### config.mk
export PLATFORM = sky130hd
export DESIGN_NAME = alu_arbiter
export DESIGN_NICKNAME = d
export VERILOG_FILES = /design/src/rtl/alu_arbiter.sv
export SDC_FILE = /design/constraint.sdc
export NUM_CORES = 2
export LEC_CHECK = 0
export BUFFER_PORTS_ARGS = -buffer_cell sky130_fd_sc_hd__buf_4
export CAP_MARGIN = 5
export CORE_ASPECT_RATIO = 1.4
export CORE_MARGIN = 4
export CORE_UTILIZATION = 30
export CTS_BUF_LIST = sky130_fd_sc_hd__clkbuf_2
export DETAILED_ROUTE_END_ITERATION = 6
export GPL_TIMING_DRIVEN = 1
export PLACE_DENSITY_LB_ADDON = 0.08
export SYNTH_ARGS = -nofsm -noshare
export SYNTH_HDL_FRONTEND = slang
export SYNTH_SLANG_ARGS = --single-unit
### constraint.sdc
create_clock -name clk -period 9.1 [get_ports clk]
set_input_delay 2.73 -clock clk [delete_from_list [all_inputs] [get_ports clk]]
set_output_delay 2.73 -clock clk [all_outputs]
set_load 0.1 [all_outputs]
### src/rtl/alu_arbiter.sv
// Two-requester front end sharing one ALU: IDLE grants, EXEC computes, DONE holds the result until taken.
// Define ALU_ARBITER_FIXED_PRIO_EN for fixed priority to requester 0; the default build uses round-robin.
module alu_arbiter #(
    parameter int XLEN = 64
) (
    input  logic            clk,
    input  logic            rst,
    input  logic            req0_valid,
    output logic            req0_ready,
    input  logic [XLEN-1:0] req0_a,
    input  logic [XLEN-1:0] req0_b,
    input  logic [3:0]      req0_op,
    input  logic            req1_valid,
    output logic            req1_ready,
    input  logic [XLEN-1:0] req1_a,
    input  logic [XLEN-1:0] req1_b,
    input  logic [3:0]      req1_op,
    output logic            rsp_valid,
    input  logic            rsp_ready,
    output logic            rsp_id,
    output logic [XLEN-1:0] rsp_result,
    output logic            rsp_zero,
    output logic [1:0]      dbg_state_o,
    output logic [31:0]     dbg_accepted_cnt_o
);
    // Handshake rule: a transfer happens on a rising edge where valid and ready are both high.
    typedef enum logic [1:0] {
        S_IDLE = 2'd0,
        S_EXEC = 2'd1,
        S_DONE = 2'd2
    } state_t;

    state_t            state_q, state_d;
    logic [XLEN-1:0]   a_q, b_q;
    logic [3:0]        op_q;
    logic              id_q;
    logic              rsp_valid_q, rsp_id_q, rsp_zero_q;
    logic [XLEN-1:0]   rsp_result_q;
    logic [31:0]       accepted_cnt_q;
    logic              grant_id;
    logic              accept;
    logic [XLEN-1:0]   alu_res;
    logic [5:0]        shamt;

`ifdef ALU_ARBITER_FIXED_PRIO_EN
    always_comb begin
        grant_id = ~req0_valid;
    end
`else
    logic ptr_q;

    // Pointer only decides ties; a lone requester always wins.
    always_comb begin
        if (req0_valid && req1_valid) grant_id = ptr_q;
        else                          grant_id = ~req0_valid;
    end

    always_ff @(posedge clk or posedge rst) begin
        if (rst)         ptr_q <= 1'b0;
        else if (accept) ptr_q <= ~grant_id;
    end
`endif

    assign accept = (state_q == S_IDLE) && (req0_valid || req1_valid) && !rst;

    always_ff @(posedge clk or posedge rst) begin
        if (rst) state_q <= S_IDLE;
        else     state_q <= state_d;
    end

    always_comb begin
        state_d = state_q;
        case (state_q)
            S_IDLE:  if (accept) state_d = S_EXEC;
            S_EXEC:  state_d = S_DONE;
            S_DONE:  if (rsp_ready) state_d = S_IDLE;
            default: state_d = S_IDLE;
        endcase
    end

    always_comb begin
        req0_ready  = accept && !grant_id;
        req1_ready  = accept && grant_id;
        dbg_state_o = state_q;
    end

    assign shamt = b_q[5:0];

    always_comb begin
        alu_res = '0;
        case (op_q)
            4'd0:    alu_res = a_q + b_q;
            4'd1:    alu_res = a_q - b_q;
            4'd2:    alu_res = a_q & b_q;
            4'd3:    alu_res = a_q | b_q;
            4'd4:    alu_res = a_q ^ b_q;
            4'd5:    alu_res = a_q << shamt;
            4'd6:    alu_res = a_q >> shamt;
            4'd7:    alu_res = $signed(a_q) >>> shamt;
            default: alu_res = '0;
        endcase
    end

    always_ff @(posedge clk or posedge rst) begin
        if (rst) begin
            a_q            <= '0;
            b_q            <= '0;
            op_q           <= '0;
            id_q           <= 1'b0;
            rsp_valid_q    <= 1'b0;
            rsp_id_q       <= 1'b0;
            rsp_result_q   <= '0;
            rsp_zero_q     <= 1'b0;
            accepted_cnt_q <= '0;
        end else begin
            if (accept) begin
                a_q            <= grant_id ? req1_a : req0_a;
                b_q            <= grant_id ? req1_b : req0_b;
                op_q           <= grant_id ? req1_op : req0_op;
                id_q           <= grant_id;
                accepted_cnt_q <= accepted_cnt_q + 32'd1;
            end
            if (state_q == S_EXEC) begin
                rsp_valid_q  <= 1'b1;
                rsp_id_q     <= id_q;
                rsp_result_q <= alu_res;
                rsp_zero_q   <= (alu_res == '0);
            end else if (state_q == S_DONE && rsp_ready) begin
                rsp_valid_q <= 1'b0;
            end
        end
    end

    assign rsp_valid          = rsp_valid_q;
    assign rsp_id             = rsp_id_q;
    assign rsp_result         = rsp_result_q;
    assign rsp_zero           = rsp_zero_q;
    assign dbg_accepted_cnt_o = accepted_cnt_q;
endmodule
### Word level (Yosys, flattened, before mapping)

Cells that the tools add are included.

* bits of input ports: 269
* bits in registers: 235

* reduce and logical (&&, ||, !) cells: 14
* shifts and indexed selects: 3
* bitwise operators: 5
* eq/ne operators: 11
* add/subtract/negate cells: 3
* multiplexer cells: 10

Operators with widths (count)
* case mux 64 bit (8 select lines): 1
* two-way mux 64 bit: 2
* adder 64 bit: 1
* AND 64 bit: 1
* zero test 64 bit: 1
* OR 64 bit: 1
* left shift 64 x 6 -> 64 bit: 1
* >> shifter 64 x 6 -> 64 bit: 1
* >>> shifter 64 x 6 -> 64 bit: 1
* subtractor 64 bit: 1
* XOR 64 bit: 1
* adder 32 x 1 -> 32 bit (second input constant): 1
* equality test 4 x 3 -> 1 bit (second input constant): 4
* equality test 4 x 2 -> 1 bit (second input constant): 2
* logical AND 1 bit: 6
* case mux 2 bit (3 select lines): 1
* equality test 4 x 1 -> 1 bit (second input constant): 1
* zero test 4 bit: 1
* two-way mux 2 bit: 2
* two-way mux 4 bit: 1
* != test 2 bit (second input constant): 2
* two-way mux 1 bit: 3
* equality test 2 x 1 -> 1 bit (second input constant): 1
* equality test 2 bit (second input constant): 1
* 6 further kinds: 8

### Depth between registers and ports, before layout

* word-level depth: 5
* depth in mapped cells: 28
* mapped depth without buffers: 23

### Worst setup path before layout

OpenSTA, ideal clock, no wires.

* kind: input to output
* start: in rst
* end: out req1_ready
* path slack: 1.326 ns
* arrival: 5.044 ns
* data required time: 6.370 ns
* path buffers: 3
* stages on the path: 5
* cells stage by stage: or4_1 > clkbuf_1 > clkbuf_1 > clkbuf_1 > nor2_1

* cells in the longest elaborated chain, start to end: 3

RTL lines
* start, declared: line 7 `input logic rst,`
* zero test 1 bit (no source line)
* logical AND 1 bit: line 64 `assign accept = (state_q == S_IDLE) && (req0_valid || req1_valid) && !rst;`
* logical AND 1 bit: line 83 `req1_ready = accept && grant_id;`
* end, declared: line 14 `output logic req1_ready,`

No other way between the ends.

### Worst setup path after layout

* start: reg b_q[17]
* end: reg rsp_zero_q, in the netlist rsp_zero

* cells in the longest elaborated chain, start to end: 3

RTL lines
* start, declared: line 34 `logic [XLEN-1:0] a_q, b_q;`
* start signal, assigned: line 118 `b_q <= grant_id ? req1_b : req0_b;`
* subtractor 64 bit, or another cell as far along: line 93 `4'd1: alu_res = a_q - b_q;`
* case mux 64 bit (8 select lines) (*): line 91 `case (op_q)`
* zero test 64 bit (*): line 127 `rsp_zero_q <= (alu_res == '0);`
* end signal, assigned: line 127
* end, declared: line 37 `logic rsp_valid_q, rsp_id_q, rsp_zero_q;`

Mark *: on every way between the ends. The rest lies on a longest branch, timed or not.
A chain may end at the register's enable or synchronous reset.

==> run metrics <==
run status completed; clk_skew 94.2 ps; critical-path cell list inv_1, nand4_1, nor4_1, nand4_1, nor2_1, nand2_1, o31ai_1, xnor2_1, ha_1, a21oi_1, o21a_1, a21boi_0, o31ai_1, a2111oi_2, o311ai_1, a2111oi_0, nand4_1, or4_1, nor2_1, a32o_1; number of pins exceeding their max-slew limit in the final report 0; worst setup path class reg -> reg; Tmin final 8370 ps; Via Count 35,753; average wire length per cell after detail routing 36.7 um; fraction of final layout cells with drive strength greater than 1 0.214; Mapped Area 32,300 um^2; setup repair bufs after CTS 0; number of enable flip-flop cells after synthesis 0; Synth area leader sky130_fd_sc_hd__dfrtp_1; latest clock arrival within the worst-skew pair 1170 ps; Netlist cell types 94; HPWL after DPL 165,000 um; hold buffers post-CTS 0; endpoint kind of the worst setup timing path flip-flop; number of levels in the clock H-tree 2; Detail Route Antenna Nets 0; Startpoint Class flip-flop; number of DRC markers after the initial detailed-route iteration 4,582; clock slew at reported path FFs 100 ps; Die Span X 286 um; Total Nets Final 4,668; number of endpoints with negative hold slack in the final report 0; worst stage delay on the critical path 1130 ps; Slew Limit Headroom 0.0305; Root Driver sky130_fd_sc_hd__clkbuf_2; detailed-route vias per instance 6.29; Maximum Capacitance Violations 0; final RePlAce weighted congestion 1.09; clock sink count 235; data required time at the worst endpoint 10,170 ps; number of synthesized register bits 235; net count after synthesis 4,462; number of antenna violations at the first check in global routing 18; data arrival time of the critical path 9440 ps; Port-buffer cells 371; # resized after CTS 0; total of fill cells in the finished design 11,551; die span in y 397 um; aggregate global routing overflow 0; flip-flop cell with the highest count after synthesis sky130_fd_sc_hd__dfrtp_1; I/O pin count 372; clock tree from TritonCTS built; Mapped Avg Cell Area 8.09 um^2; number of warning messages in the yosys log 0; slew at the pin closest to its max-slew limit 1440 ps; TritonCTS Buffers 59; critical path fanouts, max 10; initial standard-cell utilization of the core 0.302; first-pass GRT wire length 286,000 um; sequential area share after synthesis 0.182; fraction of registers with async set/reset 1.00; kind of cell adding the most delay to the critical path simple AND/OR/NAND/NOR gates; total die area 113,000 um^2; top post-synthesis cells by area sky130_fd_sc_hd__dfrtp_1 (18%), sky130_fd_sc_hd__mux4_2 (12%), sky130_fd_sc_hd__mux2i_1 (8.5%); count of endpoints failing setup in the final report 0; post-synthesis instance total 3,998; Global Route Usage Sum 0.355; CP max stage cell sky130_fd_sc_hd__nor4_1; fraction of synthesized cell area taken by the top area cell type 0.182; fraction of the cycle the final worst path needs 0.920; area taken by flip-flops and latches 5900 um^2; combined area of the multi-input logic cells 24,300 um^2; number of rows in the core area 142; setup repair after global routing missed its margin no; TritonRoute pass-1 iters 6; core footprint 107,000 um^2; Residual DRC 0; Total Wirelength 209,000 um; class of the worst hold path reg -> reg; area growth from synthesis to layout 14.7%; maximum operating frequency 0.119 GHz; most common cell type on the critical path sky130_fd_sc_hd__nand4_1; buffers and inverters on the worst path 1; minimum setup slack among reg-to-reg paths 730 ps; maximum buffer depth of the clock tree 3; Setup TNS Final 0 ps; via count of the first global-routing pass 34,451; maximum number of pins on one net before global-route repair 173
==> cell usage after synthesis, types with 23 or more instances <==
master	number
sky130_fd_sc_hd__a22oi_1	49
sky130_fd_sc_hd__ha_1	194
sky130_fd_sc_hd__nor2b_1	23
sky130_fd_sc_hd__o2111ai_1	25
sky130_fd_sc_hd__xnor2_1	105
sky130_fd_sc_hd__dfrtp_1	235
sky130_fd_sc_hd__nand2b_1	25
sky130_fd_sc_hd__o22ai_1	55
sky130_fd_sc_hd__o21ai_0	327
sky130_fd_sc_hd__nand4_1	65
sky130_fd_sc_hd__mux4_2	168
sky130_fd_sc_hd__mux2_2	77
sky130_fd_sc_hd__nor3_1	70
sky130_fd_sc_hd__buf_4	23
sky130_fd_sc_hd__nand3_1	93
sky130_fd_sc_hd__o211ai_1	56
sky130_fd_sc_hd__a221oi_1	28
sky130_fd_sc_hd__a21oi_1	192
sky130_fd_sc_hd__buf_2	67
sky130_fd_sc_hd__nand2_1	518
sky130_fd_sc_hd__mux2i_1	276
sky130_fd_sc_hd__a211oi_1	65
sky130_fd_sc_hd__inv_1	148
sky130_fd_sc_hd__nor2_1	332
sky130_fd_sc_hd__buf_1	39
sky130_fd_sc_hd__clkbuf_1	235
sky130_fd_sc_hd__a31oi_1	36
sky130_fd_sc_hd__o21a_1	31
==> logic make-up after synthesis <==
family | count (synthesis) | synth area share
muxes | 531 | 0.235
AOI/OAI and AO/OA | 1110 | 0.226
DFF | 235 | 0.182
and+or+nand+nor | 1275 | 0.179
buffers and inverters | 528 | 0.0688
xor gates and xnor gates | 124 | 0.0336
adders and majority gates | 195 | 0.0757
==> final timing paths <==
| kind | startpoint | to | cells after the start |
|---|---|---|---|
| worst max-delay path | b_q[17] | rsp_zero | 20 |
| worst min-delay path | rsp_result[41] | rsp_result[41] | 2 |
| worst max register to register | b_q[17] | rsp_zero | 20 |
| worst min register to register | rsp_result[41] | rsp_result[41] | 2 |
| max in group asynchronous | rst | rsp_result[4] | 3 |
| min in group asynchronous | rst | dbg_accepted_cnt_o[17] | 2 |
==> per-layer routing <==
layer  share of wire  global-route usage
met5         0.00031                   0
met2            0.44               0.552
met4           0.080               0.227
met3           0.086              0.0734
met1            0.39               0.446
==> state kept, by name, indices dropped and copies added, names as in the netlist <==
name / cells
rsp_valid: 1
rsp_zero: 1
ptr_q: 1
a_q: 64
dbg_state_o: 2
id_q: 1
op_q: 4
b_q: 64
dbg_accepted_cnt_o: 32
rsp_result: 64
rsp_id: 1
==> through the flow <==
| step | util | setup slack (ps) | hold WS, ps | instances | area, um^2 |
|---|---|---|---|---|---|
| after floorplan | - | 1330 | 439 | 3998 | 32400 |
| after global placement | 0.342 | 990 | 461 | 5583 | 36600 |
| after detailed placement | 0.342 | 1070 | 466 | 5583 | 36600 |
| after CTS | 0.346 | 1030 | 489 | 5680 | 37100 |
| after global routing | 0.346 | 578 | 512 | 5682 | 37100 |
| final | 0.346 | 730 | 481 | 5686 | 37100 |
==> layout make-up <==
cell class | instances | area share
Tap cell | 1440 | 0.0486
Clock inverter | 13 | 0.00192
Inverter | 154 | 0.0157
Antenna cell | 6 | 0.000405
Clock buffer | 84 | 0.0113
Sequential cell | 235 | 0.159
Timing Repair Buffer | 519 | 0.108
Multi-Input combinational cell | 3235 | 0.655
==> cell usage in the layout (no fill, tap or decap), types with 105 or more instances in the layout <==
cell	count
sky130_fd_sc_hd__a21oi_1	192
sky130_fd_sc_hd__buf_4	511
sky130_fd_sc_hd__dfrtp_1	228
sky130_fd_sc_hd__ha_1	194
sky130_fd_sc_hd__inv_1	146
sky130_fd_sc_hd__mux2i_1	276
sky130_fd_sc_hd__mux4_2	168
sky130_fd_sc_hd__nand2_1	518
sky130_fd_sc_hd__nor2_1	330
sky130_fd_sc_hd__o21ai_0	327
sky130_fd_sc_hd__xnor2_1	105
==> worst min-delay path, cell delays in order (launching register included) <==
cell	delay (ps)
sky130_fd_sc_hd__dfrtp_1	350
sky130_fd_sc_hd__nand2_1	50
sky130_fd_sc_hd__nand2_1	50
Power is left out: the tool's default activity adds up to more than one toggle a clock period on the data nets, which glitch-free logic cannot reach.
